### src/rtl/btn_led_ctrl.sv
// Button-to-LED controller: per-channel synchroniser, debouncer and four LED modes.
// Optional PWM output gating is compiled in with `define BTNLED_PWM_EN.
module btn_led_ctrl #(
  parameter  int WIDTH           = 8,
  parameter  int SYNC_STAGES     = 2,
  parameter  int DEBOUNCE_CYCLES = 1000000,
  localparam int CNT_W           = $clog2(DEBOUNCE_CYCLES + 1)
) (
  input  logic             GCLK,
  input  logic             Rst,
  input  logic [WIDTH-1:0] Btn,
  input  logic [1:0]       Mode,
  input  logic             Clr,
  input  logic [7:0]       Duty,
  output logic [WIDTH-1:0] Led,
  output logic [WIDTH-1:0] Press,
  output logic [WIDTH-1:0] Stable
);

  typedef enum logic [1:0] {
    MODE_DIRECT = 2'b00,
    MODE_TOGGLE = 2'b01,
    MODE_LATCH  = 2'b10,
    MODE_COUNT  = 2'b11
  } mode_t;

  localparam logic [CNT_W-1:0] CNT_LAST = CNT_W'(DEBOUNCE_CYCLES - 1);

  logic [SYNC_STAGES-1:0][WIDTH-1:0] sync_r;
  logic [WIDTH-1:0]                  sync;
  logic [CNT_W-1:0]                  cnt [WIDTH];
  logic [WIDTH-1:0]                  stable_d;
  logic [WIDTH-1:0]                  rise;
  logic [WIDTH-1:0]                  s_q;
  logic [WIDTH-1:0]                  s_next;
  mode_t                             mode_q;
  logic                              mode_change;

  assign sync = sync_r[SYNC_STAGES-1];

  always_ff @(posedge GCLK or posedge Rst) begin
    if (Rst) begin
      sync_r <= '0;
    end else begin
      sync_r <= {sync_r[SYNC_STAGES-2:0], Btn};
    end
  end

  // Level is accepted only after DEBOUNCE_CYCLES consecutive mismatching samples.
  always_ff @(posedge GCLK or posedge Rst) begin
    if (Rst) begin
      for (int unsigned i = 0; i < WIDTH; i++) cnt[i] <= '0;
      Stable <= '0;
    end else begin
      for (int unsigned i = 0; i < WIDTH; i++) begin
        if (sync[i] == Stable[i]) begin
          cnt[i] <= '0;
        end else if (cnt[i] == CNT_LAST) begin
          Stable[i] <= sync[i];
          cnt[i]    <= '0;
        end else begin
          cnt[i] <= cnt[i] + 1'b1;
        end
      end
    end
  end

  assign rise        = Stable & ~stable_d;
  assign mode_change = (Mode != mode_q);

  always_comb begin
    s_next = s_q;
    if (Clr || mode_change) begin
      s_next = '0;
    end else begin
      unique case (mode_q)
        MODE_DIRECT: s_next = Stable;
        MODE_TOGGLE: s_next = s_q ^ rise;
        MODE_LATCH:  s_next = s_q | rise;
        MODE_COUNT:  if (|rise) s_next = s_q + 1'b1;
        default:     s_next = s_q;
      endcase
    end
  end

  always_ff @(posedge GCLK or posedge Rst) begin
    if (Rst) begin
      stable_d <= '0;
      Press    <= '0;
      s_q      <= '0;
      mode_q   <= MODE_DIRECT;
    end else begin
      stable_d <= Stable;
      Press    <= rise;
      s_q      <= s_next;
      mode_q   <= mode_t'(Mode);
    end
  end

`ifdef BTNLED_PWM_EN
  logic [7:0]       pwm_cnt;
  logic [WIDTH-1:0] led_q;

  // Gate from s_next so the LED register lands on the same edge as S.
  always_ff @(posedge GCLK or posedge Rst) begin
    if (Rst) begin
      pwm_cnt <= '0;
      led_q   <= '0;
    end else begin
      pwm_cnt <= pwm_cnt + 8'd1;
      led_q   <= s_next & {WIDTH{pwm_cnt < Duty}};
    end
  end

  assign Led = led_q;
`else
  logic unused_duty;
  assign unused_duty = ^Duty;
  assign Led         = s_q;
`endif

endmodule

### config.mk
export PLATFORM = sky130hd
export DESIGN_NAME = btn_led_ctrl
export DESIGN_NICKNAME = d
export VERILOG_FILES = /design/src/rtl/btn_led_ctrl.sv
export SDC_FILE = /design/constraint.sdc
export NUM_CORES = 1
export LEC_CHECK = 0
export CELL_PAD_IN_SITES_DETAIL_PLACEMENT = 0
export CELL_PAD_IN_SITES_GLOBAL_PLACEMENT = 1
export CORE_MARGIN = 1.5
export CORE_UTILIZATION = 46
export CTS_CLUSTER_SIZE = 24
export DETAILED_ROUTE_END_ITERATION = 6
export DONT_BUFFER_PORTS = 1
export PLACE_DENSITY = 0.79
export REMOVE_ABC_BUFFERS = 1
export SYNTH_ARGS = -nofsm -noshare
export SYNTH_HDL_FRONTEND = slang
export SYNTH_SLANG_ARGS = --single-unit
### constraint.sdc
create_clock -name GCLK -period 6.47 [get_ports GCLK]
set_input_delay 0.647 -clock GCLK [delete_from_list [all_inputs] [get_ports GCLK]]
set_output_delay 0.647 -clock GCLK [all_outputs]
set_load 0.02 [all_outputs]
==> metrics.md, run 1 <==
| Metric | Value |
|---|---|
| Outcome | `completed` |
| Layout area overhead | `10.3%` |
| CTS Buffer Depth | `3` |
| Resize count post-CTS | `0` |
| Pwr Density | `approximately 260 nW/µm²` |
| Share of the synthesized area in the top cell type | `0.539` |
| Clk_skew | `0.0133 ns` |
| Post-synthesis instance area | `9740 µm²` |
| TritonCTS Sinks | `210` |
| Top_reg_cell synth | `dfrtp_1` |
| Leakage | `4.76 nW` |
| Startpoint Class | `flop` |
| Pre-Repair DR Iteration Count | `4` |
| Drt drc | `0` |
| Gate Count Post-Synth | `953` |
| Clock Latency Late Sink | `0.51 ns` |
| Unrepaired setup endpoints after global routing | `false` |
| DR iter-0 viols | `around 280` |
| Worst setup margin | `4.01 ns` |
| DP HPWL | `11,400 µm` |
| DIE WIDTH | `149 µm` |
| Non-Filler Instances | `1,251` |
| Row count | `53` |
| Max Freq | `0.407 GHz` |
| Multi-input logic area | `about 4200 µm²` |
| TNS Setup | `0 ns` |
| Top-count cell post-synth | `dfrtp_1` |
| Root buffer cell | `clkbuf_16` |
| Vias | `between 6k and 7k` |
| GRT Total Usage | `0.168` |
| Nets | `998` |
| Vias per cell | `5.12` |
| Antenna-violating nets left | `0` |
| Avg Synthesized Cell Area | `10.2 µm²` |
| Max Cap Viol | `0` |
| Initial cell density of the core | `0.466` |
| Seq cells post-synth | `210` |
| Post-DP Area | `9970 µm²` |
| Core area | `20,900 µm²` |
| Worst-Margin Slew | `0.998 ns` |
| Routed wire length | `approximately 18,000 µm` |
| Synth unique cells | `48` |
| Layout Utilization | `0.514` |
| Async S/R FF share, synth | `1.00` |
| CTS HTree Levels | `1` |
| Die height | `149 µm` |
| CTS buffer count | `24` |
| Total global routing overflow | `0` |
| CTS tree | `done` |
| Boundary Pins | `45` |
| Top post-synthesis cells by count | `210 x dfrtp_1, 187 x nor2_1, 90 x xor2_1` |
| DIE AREA | `22,100 µm²` |
| Top area cells in the synthesized netlist | `dfrtp_1 54%, xor2_1 8.1%, nor2_1 7.2%` |
| Routability cong. | `0.767` |
| # Post-CTS Setup Buffers | `0` |
| Register area share after synthesis | `0.539` |
| Number of hold buffers added after CTS | `0` |
| Max Slew Vio Count | `0` |
| Initial antenna violation count | `0` |
| Filler cells | `1,892` |
| Global-route wire length before repair | `30,600 µm` |
| Number of antenna diodes | `0` |
| Final min period | `~2.5 ns` |
| Crit-path max FO | `20` |
| Kind of critical path | `flop to flop` |
| Largest net degree at the start of global routing | `131` |
| Cell taking the most area after synthesis | `dfrtp_1` |
| I/O Buffers | `0` |
| Number of global-route vias before repair | `between 6k and 7k` |
| FF+latch area | `~5300 µm²` |
| Clk slew on worst S/H paths | `0.05 ns` |
| Slew HR | `0.335` |
| Max IR drop VDD | `225 µV` |
| Crit end category | `flop` |
| EDFF count, synth | `0` |
| Post-route cell area | `10,700 µm²` |
| Endpoints failing hold | `0` |
| Share of cells above drive strength 1 | `0.0594` |
| Req. time, crit path | `6.86 ns` |
| Placed Instances | `1,209` |
| Synth Warn # | `0` |
| Hold Crit Class | `input port to asynchronous set/reset pin` |
| Wire per inst | `roughly 14 µm` |
| Period utilization | `0.380` |
| Final setup fails | `0` |
| Setup WS pre-CTS | `4.00 ns` |
| CP arrival | `2.85 ns` |
-- worst max-delay path: stages, from the launching register on --
cell,delay (ns)
dfrtp_1,0.78
and2_1,0.40
nand4b_1,0.18
nor3_2,0.67
a21oi_1,0.08
o22a_1,0.23
-- per-layer routing --
layer	part of all wire	global-route usage
met5	0	0
met4	0.017	0.0347
met3	0.051	0.0393
met2	0.45	0.267
met1	0.48	0.235
-- state kept, by name, summed over array words and instances, names as in the netlist --
signal and cells:
stable_d 8, cnt 160, Stable 8, Led 8, sync_r 8, sync 8
Press 8, mode_q 2
-- metrics by stage --
stage / total power, W / hold WS [ns]
after floorplan: 0.00144 / 0.331
after CTS: 0.00279 / 0.138
after detailed placement: 0.00146 / 0.335
final: 0.00274 / 0.163
after global routing: 0.00286 / 0.134
after global placement: 0.00146 / 0.332
-- kinds of logic (layout without fill, tap and decap cells) --
| family | count (synthesis) | in the layout | share of synthesized area |
|---|---|---|---|
| and+or+nand+nor | 476 | 476 | 0.237 |
| DFF | 210 | 210 | 0.539 |
| AOI/OAI and AO/OA | 28 | 28 | 0.0184 |
| buffers and inverters | 53 | 76 | 0.0258 |
| xor gates and xnor gates | 155 | 155 | 0.139 |
| adders and majority gates | 17 | 17 | 0.0218 |
| muxes | 14 | 14 | 0.0184 |
-- final cells by class --
cell class | instances | area share
well taps | 275 | 0.0320
flip-flops and latches | 210 | 0.489
inverters | 33 | 0.0122
clock inverters | 3 | 0.00140
multi-input cells | 690 | 0.394
repair buffers | 1 | 0.000699
clock buffers | 39 | 0.0706
-- path summary, 6_finish.rpt --
| kind | endpoint | cells after the start | slack (ns) | startpoint |
|---|---|---|---|---|
| worst max-delay path | Led[3] | 5 | 4.01 | mode_q[0] |
| worst min-delay path | sync_r[6] | 1 | 0.16 | Rst |
| worst max register to register | Led[3] | 5 | 4.01 | mode_q[0] |
| worst min register to register | sync[3] | 0 | 0.35 | sync_r[3] |
| max in group asynchronous | cnt[36] | 2 | 4.73 | Rst |
| min in group GCLK | sync_r[1] | 0 | 0.16 | Btn[1] |
-- power by group --
group	leakage [nW]	internal, W	total [W]	switching [W]
clock network	0.384	0.000794	0.00131	0.000511
logic	1.51	0.0000227	0.0000802	0.0000575
registers	2.87	0.00133	0.00136	0.0000241
total	4.76	0.00215	0.00274	0.000593
-- cells in the final DEF, fill, tap and decap left out, types with 4 or more instances in the layout --
master | Yosys | final
a21oi_1 | 7 | 7
and3_1 | 25 | 25
and4_1 | 8 | 8
clkbuf_1 | 5 | 6
clkbuf_16 | 0 | 25
clkbuf_8 | 0 | 8
dfrtp_1 | 210 | 210
ha_1 | 17 | 17
inv_1 | 33 | 32
mux2_2 | 11 | 11
nand2_1 | 65 | 65
nand2b_1 | 11 | 11
nand3_1 | 76 | 76
nand4_1 | 30 | 30
nor2_1 | 187 | 187
nor3_1 | 20 | 20
nor4_1 | 18 | 18
nor4b_1 | 8 | 8
o21ai_0 | 7 | 7
or2_2 | 4 | 4
xnor2_1 | 65 | 65
xor2_1 | 90 | 90
Power figures use the tool's default switching activity.
==> run 2, diff against run 1 <==
- CORE_UTILIZATION: 46 -> 51
- PLACE_DENSITY: 0.79 -> 0.83
- clock period: 6.47 -> 2.44 ns (I/O delays scaled with it)
==> run 2 against run 1 <==
Sequential power grew to 2.6 times the previous value; core utilization grew 7.5 points; critical path depth grew 1; setup slack lost 3.7 ns; worst hold slack lost 0.053 ns; count of clock-buffer cells in the layout shrank 10; sequential cell count is the same; final cell count shrank 0.56%; global-route usage grew 2.3 points; via count grew 3.1%; largest cell class unchanged.
==> metrics.md, run 2 (synthesis results as in run 1) <==
| Metric | Value |
|---|---|
| Multi-input logic area | `4230 µm²` |
| Initial cell density of the core | `0.521` |
| Met1 GRT Util | `0.261` |
| Filler cells | `1,602` |
| Hold Path End | `Led[1]` |
| Worst-Margin Slew | `0.706 ns` |
| Initial antenna violation count | `0` |
| Hold depth | `4` |
| Core area | `18,700 µm²` |
| Met2 Use GR | `0.311` |
| Slowest stage delay, CP | `0.53 ns` |
| Hold Crit Class | `input port to flop` |
| Total global routing overflow | `0` |
| Max Slew Vio Count | `0` |
| Reg2reg setup slack | `0.33 ns` |
| Global-route wire length before repair | `between 30,000 and 40,000 µm` |
| Die height | `141 µm` |
| Number of global-route vias before repair | `~6.6k` |
| Pre-Repair DR Iteration Count | `4` |
| Drt drc | `0` |
| GRT Total Usage | `0.190` |
| DIE AREA | `~20,000 µm²` |
| DIE WIDTH | `141 µm` |
| Vias | `between 6k and 7k` |
| Leakage | `4.96 nW` |
| Wire per inst | `14.3 µm` |
| Max Cap Viol | `0` |
| Largest register by flop count | `cnt` |
| Critical R2R Capture | `cnt[135]` |
| CP arrival | `~2.5 ns` |
| Crit-path max FO | `7` |
| Final min period | `2.11 ns` |
| Worst R2R Path Depth | `6` |
| Max FFs per register | `160` |
| Period utilization | `0.865` |
| Root buffer cell | `clkbuf_16` |
| Pwr Density | `roughly 660 nW/µm²` |
| Crit end category | `flop` |
| Endpoints failing hold | `0` |
| Slew HR | `0.525` |
| CTS buffer count | `23` |
| Min-delay src | `Clr` |
| CP cell instances | `or4b_1, nor4_1, and3_1, or2_1, buf_4, nor2_1` |
| DP HPWL | `12,000 µm` |
| Antenna-violating nets left | `0` |
| Hold_ws | `0.110 ns` |
| Routability cong. | `0.774` |
| Nets | `1,035` |
| Final setup fails | `0` |
| Share of cells above drive strength 1 | `0.0842` |
| CTS Buffer Depth | `3` |
| DR iter-0 viols | `278` |
| Layout Utilization | `0.589` |
| Slowest cell on crit path | `or4b_1` |
| Number of antenna diodes | `0` |
| Clk slew on worst S/H paths | `about 0.06 ns` |
| Grt peak-use layer | `met2` |
| Crit. Startpoint | `cnt[135]` |
| CP bufs+invs | `1` |
| Kind of critical path | `flop to flop` |
| CTS tree | `done` |
| CTS HTree Levels | `1` |
| Clock Latency Late Sink | `about 0.5 ns` |
| FF+latch area | `around 5300 µm²` |
| CP delay by family, top | `simple AND/OR/NAND/NOR gates` |
| I/O Buffers | `0` |
| Routed wire length | `17,800 µm` |
| Boundary Pins | `45` |
| Startpoint Class | `flop` |
| Unrepaired setup endpoints after global routing | `false` |
| Req. time, crit path | `between 2 and 3 ns` |
| Outcome | `completed` |
| Row count | `50` |
| TritonCTS Sinks | `210` |
| Largest net degree at the start of global routing | `91` |
| Met3 usage | `0.0377` |
| Layout area overhead | `13.1%` |
| Clk_skew | `0.00849 ns` |
| Max IR drop VDD | `564 µV` |
| Vias per cell | `between 5 and 6` |
| Most common cell after layout, fill and taps aside | `dfrtp_1` |
| Worst R2R Start | `cnt[135]` |
| Most frequent cells in the layout | `210 x dfrtp_1, 187 x nor2_1, 90 x xor2_1, 76 x nand3_1` |
| Max Freq | `0.474 GHz` |
| TNS Setup | `0 ns` |
-- run 2: through the flow --
step | power, W | std cells | worst slack (ns) | instance area, µm²
2_1_floorplan | 0.00382 | 933 | -3.54 | 9610
4_1_cts | 0.00741 | 1244 | 0.314 | 11000
3_5_place_dp | 0.00390 | 1195 | 0.332 | 10100
6_report | 0.00731 | 1244 | 0.329 | 11000
3_3_place_gp | 0.00390 | 1195 | 0.347 | 10100
5_1_grt | 0.00757 | 1244 | 0.180 | 11000
-- run 2: worst max path at each step --
stage / depth (start not counted) / slack (ns) / end
3_3_place_gp: 6 / 0.35 / cnt[16]
5_1_grt: 6 / 0.18 / cnt[91]
3_5_place_dp: 6 / 0.33 / cnt[6]
4_1_cts: 6 / 0.31 / cnt[6]
2_1_floorplan: 1 / -3.54 / Led[0]
6_report: 6 / 0.33 / cnt[135]
-- run 2: power breakdown --
group / internal, W / switching, W / total [W]
clock: 0.00215 / 0.00131 / 0.00346
sequential: 0.00353 / 0.0000562 / 0.00359
combinational: 0.0000870 / 0.000169 / 0.000256
-- run 2: per-layer routing --
metal / vias up / wire length [µm]
met2: 68 / 8230
met1: 3210 / 8500
met5: - / 0
li1: 3292 / -
met4: 0 / 366
met3: 31 / 698
-- run 2: layout make-up --
type                            count  share of cell area
Clock buffer                       29              0.0579
Clock inverter                      9              0.0109
Inverter                           33              0.0119
Multi-Input combinational cell    690               0.384
Sequential cell                   210               0.477
Tap cell                          234              0.0266
Timing Repair Buffer               39              0.0313
-- run 2: repair_timing --
action | CTS | global route
hold endpoints to repair | 97 | 0
gates resized for setup | 0 | 0
hold buffers | 11 | 0
endpoints found under the setup margin | 0 | 0
buffers inserted | 0 | 0
-- run 2: worst min-delay path: stages --
cell,delay (ns)
nor3_1,0.03
buf_4,0.16
nand2_1,0.06
o21ai_0,0.06
==> run 3, diff against run 2 <==
- ABC_CLOCK_PERIOD_IN_PS: not set -> 2440
==> results of run 3 <==
Same layout as run 2: the final DEF is identical, and so are final timing and power.
